--- src/rtl/mc_ctrl.sv ---
// mc_ctrl: Moore-style control FSM for a multicycle MIPS datapath with one
// shared instruction/data memory and a single reused ALU. Memory accesses in
// FETCH, MEMRD and MEMWR wait for mem_ready.
// Optional feature: define MC_ILLEGAL_TRAP_EN to send undefined op/funct
// codes to a TRAP state that raises 'illegal' until reset. Without it,
// undefined codes retire as a two-cycle NOP and 'illegal' is tied to 0.
module mc_ctrl #(
    parameter int ST_W = 4
) (
    input  logic            clk,
    input  logic            reset,
    input  logic [5:0]      op,
    input  logic [5:0]      funct,
    input  logic            zero,
    input  logic            mem_ready,
    output logic            iord,
    output logic            memwrite,
    output logic            irwrite,
    output logic            regdst,
    output logic            memtoreg,
    output logic            regwrite,
    output logic            alusrca,
    output logic [1:0]      alusrcb,
    output logic [1:0]      pcsrc,
    output logic [2:0]      alucontrol,
    output logic            pcen,
    output logic            illegal,
    output logic [ST_W-1:0] dbg_state
);

    typedef enum logic [ST_W-1:0] {
        FETCH  = ST_W'(0),
        DECODE = ST_W'(1),
        MEMADR = ST_W'(2),
        MEMRD  = ST_W'(3),
        MEMWB  = ST_W'(4),
        MEMWR  = ST_W'(5),
        EXEC   = ST_W'(6),
        ALUWB  = ST_W'(7),
        BRANCH = ST_W'(8),
        IMMEX  = ST_W'(9),
        IMMWB  = ST_W'(10),
        JUMP   = ST_W'(11),
        TRAP   = ST_W'(12)
    } state_t;

    localparam logic [5:0] OP_RTYPE = 6'b000000;
    localparam logic [5:0] OP_LW    = 6'b100011;
    localparam logic [5:0] OP_SW    = 6'b101011;
    localparam logic [5:0] OP_BEQ   = 6'b000100;
    localparam logic [5:0] OP_BNE   = 6'b000101;
    localparam logic [5:0] OP_ADDI  = 6'b001000;
    localparam logic [5:0] OP_ANDI  = 6'b001100;
    localparam logic [5:0] OP_ORI   = 6'b001101;
    localparam logic [5:0] OP_XORI  = 6'b001110;
    localparam logic [5:0] OP_J     = 6'b000010;

    localparam logic [2:0] ALU_AND = 3'b000;
    localparam logic [2:0] ALU_OR  = 3'b001;
    localparam logic [2:0] ALU_ADD = 3'b010;
    localparam logic [2:0] ALU_XOR = 3'b011;
    localparam logic [2:0] ALU_SUB = 3'b110;
    localparam logic [2:0] ALU_SLT = 3'b111;

    // Where DECODE goes when the op/funct pair is not one we implement.
`ifdef MC_ILLEGAL_TRAP_EN
    localparam state_t UNDEF_NEXT = TRAP;
`else
    localparam state_t UNDEF_NEXT = FETCH;
`endif

    state_t     state_q, state_d;
    logic       funct_ok;
    logic [2:0] r_alu;
    logic [2:0] i_alu;
    logic       pcen_c, irwrite_c, regwrite_c, memwrite_c;

    // State register; reset returns the machine to FETCH immediately.
    // NOTE: sequential state uses non-blocking (<=) so every flop samples
    // pre-edge values regardless of statement order.
    always_ff @(posedge clk or posedge reset) begin
        if (reset) state_q <= FETCH;
        else       state_q <= state_d;
    end

    // R-type funct decode: ALU operation and whether the funct is supported.
    always_comb begin
        funct_ok = 1'b1;
        r_alu    = ALU_ADD;
        case (funct)
            6'b100000: r_alu = ALU_ADD;
            6'b100010: r_alu = ALU_SUB;
            6'b100100: r_alu = ALU_AND;
            6'b100101: r_alu = ALU_OR;
            6'b101010: r_alu = ALU_SLT;
            default:   funct_ok = 1'b0;
        endcase
    end

    // Immediate-op ALU selection from the opcode.
    always_comb begin
        i_alu = ALU_ADD;
        case (op)
            OP_ANDI: i_alu = ALU_AND;
            OP_ORI:  i_alu = ALU_OR;
            OP_XORI: i_alu = ALU_XOR;
            default: i_alu = ALU_ADD;
        endcase
    end

    // Next-state and Moore outputs; every state starts from the all-zero set.
    // NOTE: each signal gets a default first so no path leaves it unassigned,
    // which would otherwise infer a latch.
    always_comb begin
        state_d    = state_q;
        iord       = 1'b0;
        memwrite_c = 1'b0;
        irwrite_c  = 1'b0;
        regdst     = 1'b0;
        memtoreg   = 1'b0;
        regwrite_c = 1'b0;
        alusrca    = 1'b0;
        alusrcb    = 2'b00;
        pcsrc      = 2'b00;
        alucontrol = ALU_ADD;
        pcen_c     = 1'b0;
        illegal    = 1'b0;

        case (state_q)
            FETCH: begin
                alusrcb   = 2'b01;
                irwrite_c = mem_ready;
                pcen_c    = mem_ready;
                if (mem_ready) state_d = DECODE;
            end
            DECODE: begin
                // Branch target is computed speculatively and held in ALUOut.
                alusrcb = 2'b11;
                case (op)
                    OP_LW, OP_SW:                      state_d = MEMADR;
                    OP_RTYPE:                          state_d = funct_ok ? EXEC : UNDEF_NEXT;
                    OP_BEQ, OP_BNE:                    state_d = BRANCH;
                    OP_ADDI, OP_ANDI, OP_ORI, OP_XORI: state_d = IMMEX;
                    OP_J:                              state_d = JUMP;
                    default:                           state_d = UNDEF_NEXT;
                endcase
            end
            MEMADR: begin
                alusrca = 1'b1;
                alusrcb = 2'b10;
                state_d = (op == OP_LW) ? MEMRD : MEMWR;
            end
            MEMRD: begin
                iord = 1'b1;
                if (mem_ready) state_d = MEMWB;
            end
            MEMWB: begin
                memtoreg   = 1'b1;
                regwrite_c = 1'b1;
                state_d    = FETCH;
            end
            MEMWR: begin
                // Strobe and address stay up for the whole wait.
                iord       = 1'b1;
                memwrite_c = 1'b1;
                if (mem_ready) state_d = FETCH;
            end
            EXEC: begin
                alusrca    = 1'b1;
                alucontrol = r_alu;
                state_d    = ALUWB;
            end
            ALUWB: begin
                regdst     = 1'b1;
                regwrite_c = 1'b1;
                state_d    = FETCH;
            end
            BRANCH: begin
                // op[0] distinguishes bne from beq and inverts the zero test.
                alusrca    = 1'b1;
                alucontrol = ALU_SUB;
                pcsrc      = 2'b01;
                pcen_c     = zero ^ op[0];
                state_d    = FETCH;
            end
            IMMEX: begin
                alusrca    = 1'b1;
                alusrcb    = 2'b10;
                alucontrol = i_alu;
                state_d    = IMMWB;
            end
            IMMWB: begin
                regwrite_c = 1'b1;
                state_d    = FETCH;
            end
            JUMP: begin
                pcsrc   = 2'b10;
                pcen_c  = 1'b1;
                state_d = FETCH;
            end
            TRAP: begin
`ifdef MC_ILLEGAL_TRAP_EN
                illegal = 1'b1;
                state_d = TRAP;
`else
                state_d = FETCH;
`endif
            end
            default: state_d = FETCH;
        endcase
    end

    // Write enables are masked by reset so an abort cannot leak a write even
    // in FETCH, where irwrite/pcen follow mem_ready combinationally.
    assign pcen      = pcen_c     & ~reset;
    assign irwrite   = irwrite_c  & ~reset;
    assign regwrite  = regwrite_c & ~reset;
    assign memwrite  = memwrite_c & ~reset;
    assign dbg_state = state_q;

endmodule

--- config.mk ---
export PLATFORM = sky130hd
export DESIGN_NAME = mc_ctrl
export DESIGN_NICKNAME = d
export VERILOG_FILES = /design/src/rtl/mc_ctrl.sv
export SDC_FILE = /design/constraint.sdc
export NUM_CORES = 1
export LEC_CHECK = 0
export ABC_AREA = 1
export BUFFER_PORTS_ARGS = -buffer_cell sky130_fd_sc_hd__buf_2
export CAP_MARGIN = 20
export CORE_UTILIZATION = 47
export DETAILED_ROUTE_END_ITERATION = 8
export PLACE_DENSITY = 0.84
export SYNTH_ARGS = -nofsm -noshare
export SYNTH_HDL_FRONTEND = slang
export SYNTH_SLANG_ARGS = --single-unit
--- constraint.sdc ---
create_clock -name clk -period 2.6 [get_ports clk]
set_clock_uncertainty 0.2 [all_clocks]
set_input_delay 0.13 -clock clk [delete_from_list [all_inputs] [get_ports clk]]
set_output_delay 0.13 -clock clk [all_outputs]
set_load 0.1 [all_outputs]
After elaboration in Yosys (flattened, before gate mapping)
Index checks and enable logic that the tools add are counted.
{ "word_totals": {"output_inout_bits": 20, "word_cells": 67, "register_bits": 4, "input_bits": 16} }
{ "op_classes": {"bitwise": 6, "eq_ne": 28, "reduce_logical": 11, "mux": 21} }
{ "ops": {"columns": ["op", "count"], "rows": [
  ["$eq 6x6->1 const B", 7],
  ["$pmux 4 s7", 1],
  ["$eq 6x4->1 const B", 4],
  ["$pmux 4 s5", 1],
  ["$eq 4x3->1 const B", 4],
  ["$eq 4x4->1 const B", 4],
  ["$eq 6x3->1 const B", 2],
  ["$mux 4", 3],
  ["$pmux 2 s3", 2],
  ["$pmux 3 s4", 1],
  ["$pmux 3 s3", 1],
  ["$eq 4x2->1 const B", 2],
  ["$mux 1", 8],
  ["$reduce_or 2->1", 4],
  ["$reduce_or 4->1", 2],
  ["$eq 6x2->1 const B", 1],
  ["$logic_not 6->1", 1],
  ["$mux 3", 2],
  ["$ne 2x2->1 const B", 3],
  ["$reduce_or 5->1", 1],
  ["$and 1x1->1", 4],
  ["$eq 4x1->1 const B", 1],
  ["$logic_not 4->1", 1],
  ["$pmux 2 s2", 1],
  ["5 further kinds", 5]
]} }

Longest topological paths before layout
Gate-level depths: netlist of the first run.
{ "logic_depth": {"word_depth": 6, "mapped_depth": 11} }

Worst setup path after synthesis of the first run
Ideal clock, no wire load.
{ "synth_timing": {"path_kind": "register to output", "start": "reg state_q[3] (netlist: dbg_state[3])", "end": "out pcen", "arrival_ns": 4.272, "path_stages_with_launch": 7, "slack_ns": -2.002, "t_required_ns": 2.270, "cell_sequence": "dfrtp_1 inv_1 nor2_1 inv_1 nor2_1 a21oi_1 a21oi_1"} }
{ "synth_between": {"elab_chain_cells": 3} }
{ "synth_lines": {"columns": ["element", "line_no", "text"], "rows": [
  ["start: declaration", "72", "state_t state_q, state_d;"],
  ["start signal: assignment", "83", "else state_q <= state_d;"],
  ["$eq 4x4->1 / $logic_not 4->1 (equally long branches)", "129", "case (state_q)"],
  ["$pmux 1 s3 (*)", "129", null],
  ["$and 1x1->1 (*)", "215", "assign pcen = pcen_c & ~reset;"],
  ["end: declaration", "26", "output logic pcen,"]
]} }
Every way passes the cells marked *; elsewhere a longest branch is shown, timed or not.

Worst setup path in the final report of the first run
{ "layout_timing": {"start": "reg state_q[3] (netlist: dbg_state[3])", "end": "out alucontrol[1]"} }
{ "layout_between": {"elab_chain_cells": 2} }
{ "layout_lines": {"columns": ["element", "line_no", "text"], "rows": [
  ["$eq 4x4->1 / $eq 4x3->1 (equally long branches)", "129", null],
  ["$pmux 3 s3 (*)", "129", null],
  ["end: declaration", "25", "output logic [2:0] alucontrol,"]
]} }
Marked as above.

==> results of run 1 <==
==> through the flow <==
| step | cells | TNS [ns] |
|---|---|---|
| 6_report | 178 | 0 |
| 5_1_grt | 178 | 0 |
| 4_1_cts | 178 | 0 |
| 3_5_place_dp | 173 | 0 |
| 3_3_place_gp | 173 | 0 |
| 2_1_floorplan | 125 | -0.0899 |
==> cell usage after synthesis, drive strengths merged <==
cell type | instances | area share, %
a211oi | 1 | 1.1
a21oi | 3 | 2.3
buf | 1 | 1.1
conb | 1 | 0.57
dfrtp | 4 | 15
inv | 28 | 16
nand2 | 25 | 15
nand3 | 10 | 8.4
nand4 | 6 | 5.7
nor2 | 33 | 21
nor3 | 1 | 0.76
nor4 | 1 | 1.9
o21ai | 9 | 8.6
o22ai | 1 | 0.95
xor2 | 1 | 1.3
==> repair_timing <==
action,CTS,global route
hold endpoints to repair,5,0
hold buffers,2,0
endpoints found under the setup margin,0,0
==> final timing paths <==
kind	from	endpoint	slack, ns
max reg2reg	dbg_state[3]	dbg_state[1]	0.95
min	op[5]	dbg_state[1]	0.11
max	dbg_state[3]	alucontrol[1]	0.40
min in group asynchronous	reset	dbg_state[0]	0.19
min reg2reg	dbg_state[0]	dbg_state[0]	0.47
max in group asynchronous	reset	dbg_state[3]	1.82
==> layer usage <==
metal	share of wire [%]	wire (um)
met4	0.53	10
met3	5.5	103
met5	0	0
met2	49	925
met1	45	839
==> kinds of logic after synthesis <==
| group | synth area share (%) |
|---|---|
| other | 0.570 |
| AOI/OAI and AO/OA | 12.9 |
| and+or+nand+nor | 52.9 |
| xor gates and xnor gates | 1.33 |
| buffers and inverters | 17.1 |
| DFF | 15.2 |
==> area by class of cell <==
type	instances	area share, %
inverter	28	11.1
sequential	4	11.1
multi-input combinational	92	53.4
clock buffer	3	2.37
tap	15	1.98
timing repair buffer	36	20.1
==> power breakdown <==
part           internal (mW)  switching [mW]
clock network         0.0518          0.0273
logic                  0.160           0.871
registers             0.0890          0.0249
total                  0.301           0.923
==> worst max-delay path, delay by kind of cell (launching register included) <==
family	cells	cell delay, ns
DFF	1	0.41
and+or+nand+nor	4	0.41
buffers and inverters	4	0.80
==> out/qor.txt, run 1 <==
CTS root buffer: clkbuf_4
DRC: 0
GR Util met1: 30.2%
First-pass GRT wire length: 2.86 mm
P&R area growth vs syn: 44.1%
Footprint of the multi-input gates: 507 um2
CP cell instances: inv_1 -> nor2_1 -> inv_1 -> nor2_1 -> nor2_1 -> inv_1 -> nand4_1 -> buf_2
Slew Limit Fails: 0
Pwr Total: 1.22 mW
CP Launch Type: register
Die X: 39.4 um
Register area share after synthesis: 15.2%
Post-synth net total: 141
Avg Inst Size Synth: 5.27 um2
Largest net degree at the start of global routing: 7
Fillers: 111
ANT nets after route: 0
Most frequent cells in the layout: 34 x buf_2, 24 x inv_1, 23 x nand2_1
Overflow after GRT: 0
Synth unique cells: 21
Number of CTS-inserted buffers: 3
Worst R2R Path Depth: 8
Commonest non-fill, non-tap cell in the layout: buf_2
Crit path kind: reg -> out
Die area: 1550 um2
Final design utilization: 72.9%
Drt first pass iters: 4
Post-Synthesis Cells: 125
Final setup violation count: 0
Wire length per cell: 10.6 um
CP max FO: 4
Final Wtd Congestion: 0.852
Post-route setup slack: 0.402 ns
Tcrit/Tclk final: 84.5%
Routed via count: 890
Status: finished, final reports clean
GRT Total Usage: 26.8%
Post-Place Cell Area: 906 um2
Warnings, synthesis: 0
Antenna Cells: 0
Max reg flops: 4
Max Cap Viol: 0
Pre-CTS WS: 0.666 ns
Rows: 13
Power Density: 1290 nW/um2
Resize count post-CTS: 0
Final Hold Slack: 0.110 ns
Share of post-route cells with drive strength above 1: 41.7%
CTS tree: built
Crit path largest cell delay: 0.43 ns
GR Util met3: 7.95%
Minimum clock period: 2.20 ns
Final WL: 1.88 mm
# clock sinks: 4
Clock Latency Late Sink: 0.24 ns
WP data required: 2.27 ns
Post-layout net count: 181
Yosys reg bits: 4
Fmax: 455 MHz
GRT busiest layer: met2
Synth Cell Area: 658 um2
Crit. End Element: output pin
Final std cell area, no fill: 948 um2
Core ar.: 1300 um2
PortBufs: 34
Antenna violations before repair: 0
Critical-path top delay cell: buf_2
Hold Vio Cnt, Final: 0
Final HPWL DP: 1.63 mm
H-Tree Depth: 1
Clock Path Buffers: 2
Starting Density: 50.6%
Vias per std cell: 5.00
Post-CTS Setup Bufs: 0
Hold/Removal Path Class: in -> reg
IO Pins: 36
Hold Path Depth: 5
Leakage: 0.556 nW
Peak supply drop: 0.709 mV
RSZ-0062 raised after global routing: false
1st-iter DRT viols: 30
Die height: 39.4 um
Vias in the first global route: 756
Register area: 105 um2
Worst-path clk slew: 0.04 ns
M2 GR Usage: 49.6%
CP arrival: 1.87 ns
No activity file was read; power rests on OpenSTA's default activity.
==> run 2: changes to the inputs <==
CORE_UTILIZATION = 39   (was 47)
PLACE_DENSITY = 0.74   (was 0.84)
clock period = 1.85 ns   (was 2.6 ns; I/O delays follow)
==> out/qor.txt, run 2 (synthesis gave the netlist of run 1 again) <==
DRC: 0 (unchanged)
GR Util met3: 7.66% (-0.29 points)
# clock sinks: 4 (unchanged)
Final design utilization: 91.4% (+19 points)
Die X: 43.1 um (+9.3%)
Fillers: 58 (-48%)
First-pass GRT wire length: 4.98 mm (+74%)
WP data required: 1.56 ns (-0.71 ns)
Combinational fraction of design power: 86.3% (+2.1 points)
Wire length per cell: 17.3 um (+64%)
Die height: 43.1 um (+9.3%)
Slew Limit Fails: 0 (unchanged)
Hold/Removal Path Class: in -> reg
Hold Vio Cnt, Final: 0 (unchanged)
Final HPWL DP: 1.79 mm (+9.8%)
Leakage: 0.680 nW (+22%)
Post-Place Cell Area: 1180 um2 (+30%)
Most frequent cells in the layout: 21 x buf_2, 19 x nand2_1, 17 x inv_1
GRT Total Usage: 35.2% (+8.4 points)
Drt first pass iters: 5 (+1)
CP Launch Type: register
Crit path largest cell delay: 0.51 ns (+0.08 ns)
Sequential share of power: 8.7% (-0.6 points)
Rows: 14 (+1)
CP arrival: 1.65 ns (-0.22 ns)
Peak supply drop: 1.87 mV (+160%)
M2 GR Usage: 62.1% (+12 points)
Clock Latency Late Sink: 0.25 ns (about the same)
Final setup violation count: 5 (+5)
Tcrit/Tclk final: 105%
Starting Density: 42.7% (-7.9 points)
Die area: 1860 um2 (+19%)
Clock power share: 5.0% (-1.5 points)
Routed via count: 1085 (+22%)
P&R area growth vs syn: 114%
CP cell instances: inv_6 -> nand2_4 -> nor2_4 -> nand3_4 -> nand4_1 -> buf_12
Overflow after GRT: 0 (unchanged)
CTS tree: built
Final Hold Slack: 0.123 ns (+0.0129 ns)
Post-route setup slack: -0.0937 ns (-0.495 ns)
Crit path kind: reg -> out
Vias in the first global route: 1089 (+44%)
CP max FO: 5 (+1)
Number of CTS-inserted buffers: 3 (unchanged)
Clock Path Buffers: 2 (unchanged)
RSZ-0062 raised after global routing: true
Status: finished, violations left
Antenna violations before repair: 0 (unchanged)
Final Wtd Congestion: 0.880 (+3.3%)
Failing checks: setup timing
Minimum clock period: 1.94 ns
Post-layout net count: 191 (+5.5%)
Pwr Total: 2.46 mW (+100%)
Internal power: 835 uW (+180%)
Commonest non-fill, non-tap cell in the layout: buf_2
Vias per std cell: 5.74 (+15%)
Final std cell area, no fill: 1410 um2 (+49%)
Fmax: 514 MHz
ANT nets after route: 0 (unchanged)
Core ar.: 1540 um2 (+18%)
H-Tree Depth: 1 (unchanged)
1st-iter DRT viols: 44 (+47%)
Largest net degree at the start of global routing: 7 (unchanged)
Setup TNS: -0.234 ns (-0.234 ns)
Final WL: 3.26 mm (+74%)
Power Density: 1750 nW/um2 (+35%)
CTS root buffer: clkbuf_4
Worst R2R Path Depth: 9 (+1)
Hold Path Depth: 5 (unchanged)
Worst-path clk slew: 0.05 ns (about the same)
IO Pins: 36 (unchanged)
Max Cap Viol: 0 (unchanged)
Crit. End Element: output pin
GRT busiest layer: met2
Psw: 1.63 mW (+76%)
Antenna Cells: 0 (unchanged)
Share of post-route cells with drive strength above 1: 57.8% (+16 points)
PortBufs: 34 (unchanged)
GR Util met1: 41.2% (+11 points)
Max reg flops: 4 (unchanged)
Switching Share: 66.0% (-9.4 points)
Critical-path top delay cell: dfrtp_4
## run 2: cell types whose count changed in the layout (fill, tap and decap cells not counted), moves of 7 or more
cell	before	now
nor2_4	3	16
buf_4	0	10
inv_1	24	17
buf_2	34	21
nor2_1	21	13
buf_12	0	12
## run 2: layout make-up
type / instances / area [um2] / share of cell area [%]
tap: 16 / 20.0 / 1.42
inverter: 28 / 128 / 9.06
multi-input combinational: 92 / 676 / 48.0
clock buffer: 3 / 22.5 / 1.60
timing repair buffer: 46 / 448 / 31.8
sequential: 4 / 115 / 8.17
## run 2: path summary, 6_finish.rpt
kind                               from  slack (ns)       endpoint
setup / recovery           dbg_state[0]       -0.09  alucontrol[1]
max in group asynchronous         reset        1.03   dbg_state[0]
setup reg to reg           dbg_state[0]        0.10   dbg_state[0]
hold reg to reg            dbg_state[1]        0.60   dbg_state[2]
min in group asynchronous         reset        0.20   dbg_state[1]
hold / removal                    op[5]        0.12   dbg_state[1]
## run 2: power by group through the flow
| stage | Sequential, mW | Combinational (mW) | Clock (mW) |
|---|---|---|---|
| floorplan | 0.403 | 1.08 | 0 |
| global placement | 0.181 | 1.76 | 0 |
| detailed placement | 0.185 | 1.79 | 0 |
| CTS | 0.203 | 1.97 | 0.113 |
| global route | 0.219 | 2.19 | 0.124 |
| finish | 0.215 | 2.12 | 0.122 |
## run 2: layer usage
| layer | vias to the layer above | wire, um |
|---|---|---|
| li1 | 493 | - |
| met1 | 502 | 1220 |
| met2 | 74 | 1730 |
| met3 | 16 | 191 |
| met4 | 0 | 122 |
| met5 | - | 0 |
## run 2: worst max-delay path: cells and delay by family, from the launching register on
family,cells,cell delay [ns]
flops,1,0.51
buf+inv,2,0.28
simple gates,4,0.61
## run 2: repair_timing
action / in CTS / in global routing
gates resized for setup: 23 / 14
setup buffers: 8 / 1
pin swaps: 7 / 11
hold buffers: 2 / 0
hold endpoints to repair: 5 / 0
endpoints found under the setup margin: 7 / 11
## run 2: through the flow
stage	worst slack, ns	instances
6_report	-0.0937	189
3_3_place_gp	0.162	175
5_1_grt	-0.130	189
2_1_floorplan	-0.580	125
3_5_place_dp	0.0980	175
4_1_cts	-0.0254	188
==> run 3: changes to the inputs <==
RECOVER_POWER = 50   (was not set)
==> out/qor.txt, run 3 (synthesis gave the netlist of run 1 again) <==
Worst-path clk slew: 0.05 ns (about the same)
Antenna violations before repair: 0 (unchanged)
Worst R2R End: dbg_state[0]
Overflow after GRT: 0 (unchanged)
Final Wtd Congestion: 0.880 (unchanged)
Final setup violation count: 5 (unchanged)
Starting Density: 42.7% (unchanged)
Most frequent cells in the layout: 19 x nand2_1, 19 x buf_2, 17 x inv_1
FF-to-FF Start: dbg_state[0]
P&R area growth vs syn: 114% (about the same)
ANT nets after route: 0 (unchanged)
H-Tree Depth: 1 (unchanged)
Share of post-route cells with drive strength above 1: 57.2% (-0.58 points)
Hold/Removal Path Class: in -> reg
Delay-heaviest family, CP: simple AND/OR/NAND/NOR gates
Final HPWL DP: 1.79 mm (unchanged)
Minimum clock period: 1.94 ns (-0.00358 ns)
Critical-path top delay cell: dfrtp_4
Crit path largest cell delay: 0.51 ns (about the same)
RSZ-0062 raised after global routing: true
First-pass GRT wire length: 4.98 mm (unchanged)
Failing checks: setup timing
Status: finished, violations left
Antenna Cells: 0 (unchanged)
Post-route setup slack: -0.0901 ns (+0.00358 ns)
Max reg flops: 4 (unchanged)
CP cell instances: inv_6 -> nand2_4 -> nor2_4 -> nand3_4 -> nand4_1 -> buf_12
Power Density: 1740 nW/um2 (-0.24%)
Placed insts: 175 (unchanged)
Vias per std cell: 5.75 (about the same)
Slew margin rel.: 63.8%
Vias in the first global route: 1089 (unchanged)
WP data required: 1.56 ns (about the same)
Routed via count: 1086 (+0.092%)
PortBufs: 34 (unchanged)
Slew Limit Fails: 0 (unchanged)
CP Launch Type: register
Clock Path Buffers: 2 (unchanged)
Die height: 43.1 um (unchanged)
Clock Latency Late Sink: 0.24 ns (about the same)
CP arrival: 1.65 ns (about the same)
Die X: 43.1 um (unchanged)
Reg2reg setup slack: 0.10 ns (about the same)
Tcrit/Tclk final: 105% (-0.19 points)
# clock sinks: 4 (unchanged)
Post-layout net count: 191 (unchanged)
1st-iter DRT viols: 41 (-6.8%)
Number of CTS-inserted buffers: 3 (unchanged)
Wire length per cell: 17.2 um (-0.31%)
Hold Path Depth: 5 (unchanged)
Leakage: 0.677 nW (-0.52%)
CP max FO: 5 (unchanged)
Drt first pass iters: 4 (-1)
Die area: 1860 um2 (unchanged)
Worst R2R Path Depth: 9 (unchanged)
IO Pins: 36 (unchanged)
Largest net degree at the start of global routing: 7 (unchanged)
Crit. End Element: output pin
Fillers: 59 (+1.7%)
Hold Path Origin: op[5]
Rows: 14 (unchanged)
Critical path buffer and inverter count: 2 (unchanged)
Slew @ Worst Pin: 0.545 ns
DRC: 0 (unchanged)
Final WL: 3.25 mm (-0.31%)
Fmax: 515 MHz (+0.18%)
Hold Vio Cnt, Final: 0 (unchanged)
Crit path kind: reg -> out
Final std cells w/o fill: 189 (unchanged)
Crit path launch: dbg_state[0]
Core ar.: 1540 um2 (unchanged)
Hold Path Sink: dbg_state[1]
Setup TNS: -0.230 ns (+0.00405 ns)
Max Cap Viol: 0 (unchanged)
GRT Total Usage: 35.2% (unchanged)
CTS root buffer: clkbuf_4
CTS tree: built
Peak supply drop: 1.85 mV (-0.95%)
run 3: cell count changes in the layout (fill, tap and decap cells not counted):
cell | previous run | this run
clkbuf_2 | 0 | 1
clkbuf_1 | 0 | 1
buf_2 | 21 | 19
run 3: worst register-to-register path, cell delays in order (launching register included):
cell and delay [ns]:
dfrtp_4 0.51, inv_6 0.09, nand2_4 0.07, nor2_4 0.23
buf_4 0.15, buf_4 0.11, nor2_1 0.04, nand2_1 0.07
nand2_1 0.06, o21ai_0 0.11
run 3: routing by layer:
metal | track usage [%] | share of wire (%) | wire length, um | vias to the layer above
met3 | 7.66 | 6.9 | 225 | 14
met1 | 41.2 | 36 | 1160 | 500
met5 | 0 | 0 | 0 | -
met4 | 12.1 | 3.3 | 106 | 0
li1 | - | - | - | 493
met2 | 62.1 | 54 | 1770 | 79
run 3: where the power goes:
part	internal (mW)	switching (mW)
logic	0.621	1.50
clock network	0.0734	0.0467
registers	0.139	0.0759
run 3: worst max path at each step:
stage,end,slack (ns),cells past startpoint
5_1_grt,alucontrol[1],-0.13,6
3_5_place_dp,alucontrol[1],0.1,7
6_report,alucontrol[1],-0.09,6
2_1_floorplan,pcen,-0.58,6
4_1_cts,alucontrol[1],-0.03,7
3_3_place_gp,alucontrol[1],0.16,8
run 3: layout make-up:
class,count,area (um2),share of cell area [%]
Inverter,28,128,9.07
Tap cell,16,20.0,1.42
Multi-Input combinational cell,92,676,48.0
Sequential cell,4,115,8.18
Clock buffer,3,22.5,1.60
Timing Repair Buffer,46,447,31.7
run 3: metrics by stage:
stage	utilization (%)	worst slack, ns	hold WS, ns	area [um2]	total power [mW]
6_report	91.3	-0.0901	0.120	1410	2.45
5_1_grt	91.3	-0.130	0.167	1410	2.53
4_1_cts	88.2	-0.0254	0.0825	1360	2.28
3_5_place_dp	76.4	0.0980	-0.112	1180	1.97
2_1_floorplan	-	-0.580	-0.336	807	1.49
3_3_place_gp	76.4	0.162	-0.124	1180	1.94
run 3: timing repair:
item / in CTS / in global routing
pin swaps: 7 / 11
hold endpoints to repair: 5 / 0
cloned: 0 / 0
gates resized for setup: 23 / 14
setup buffers: 8 / 1
endpoints found under the setup margin: 7 / 11
hold buffers: 2 / 0
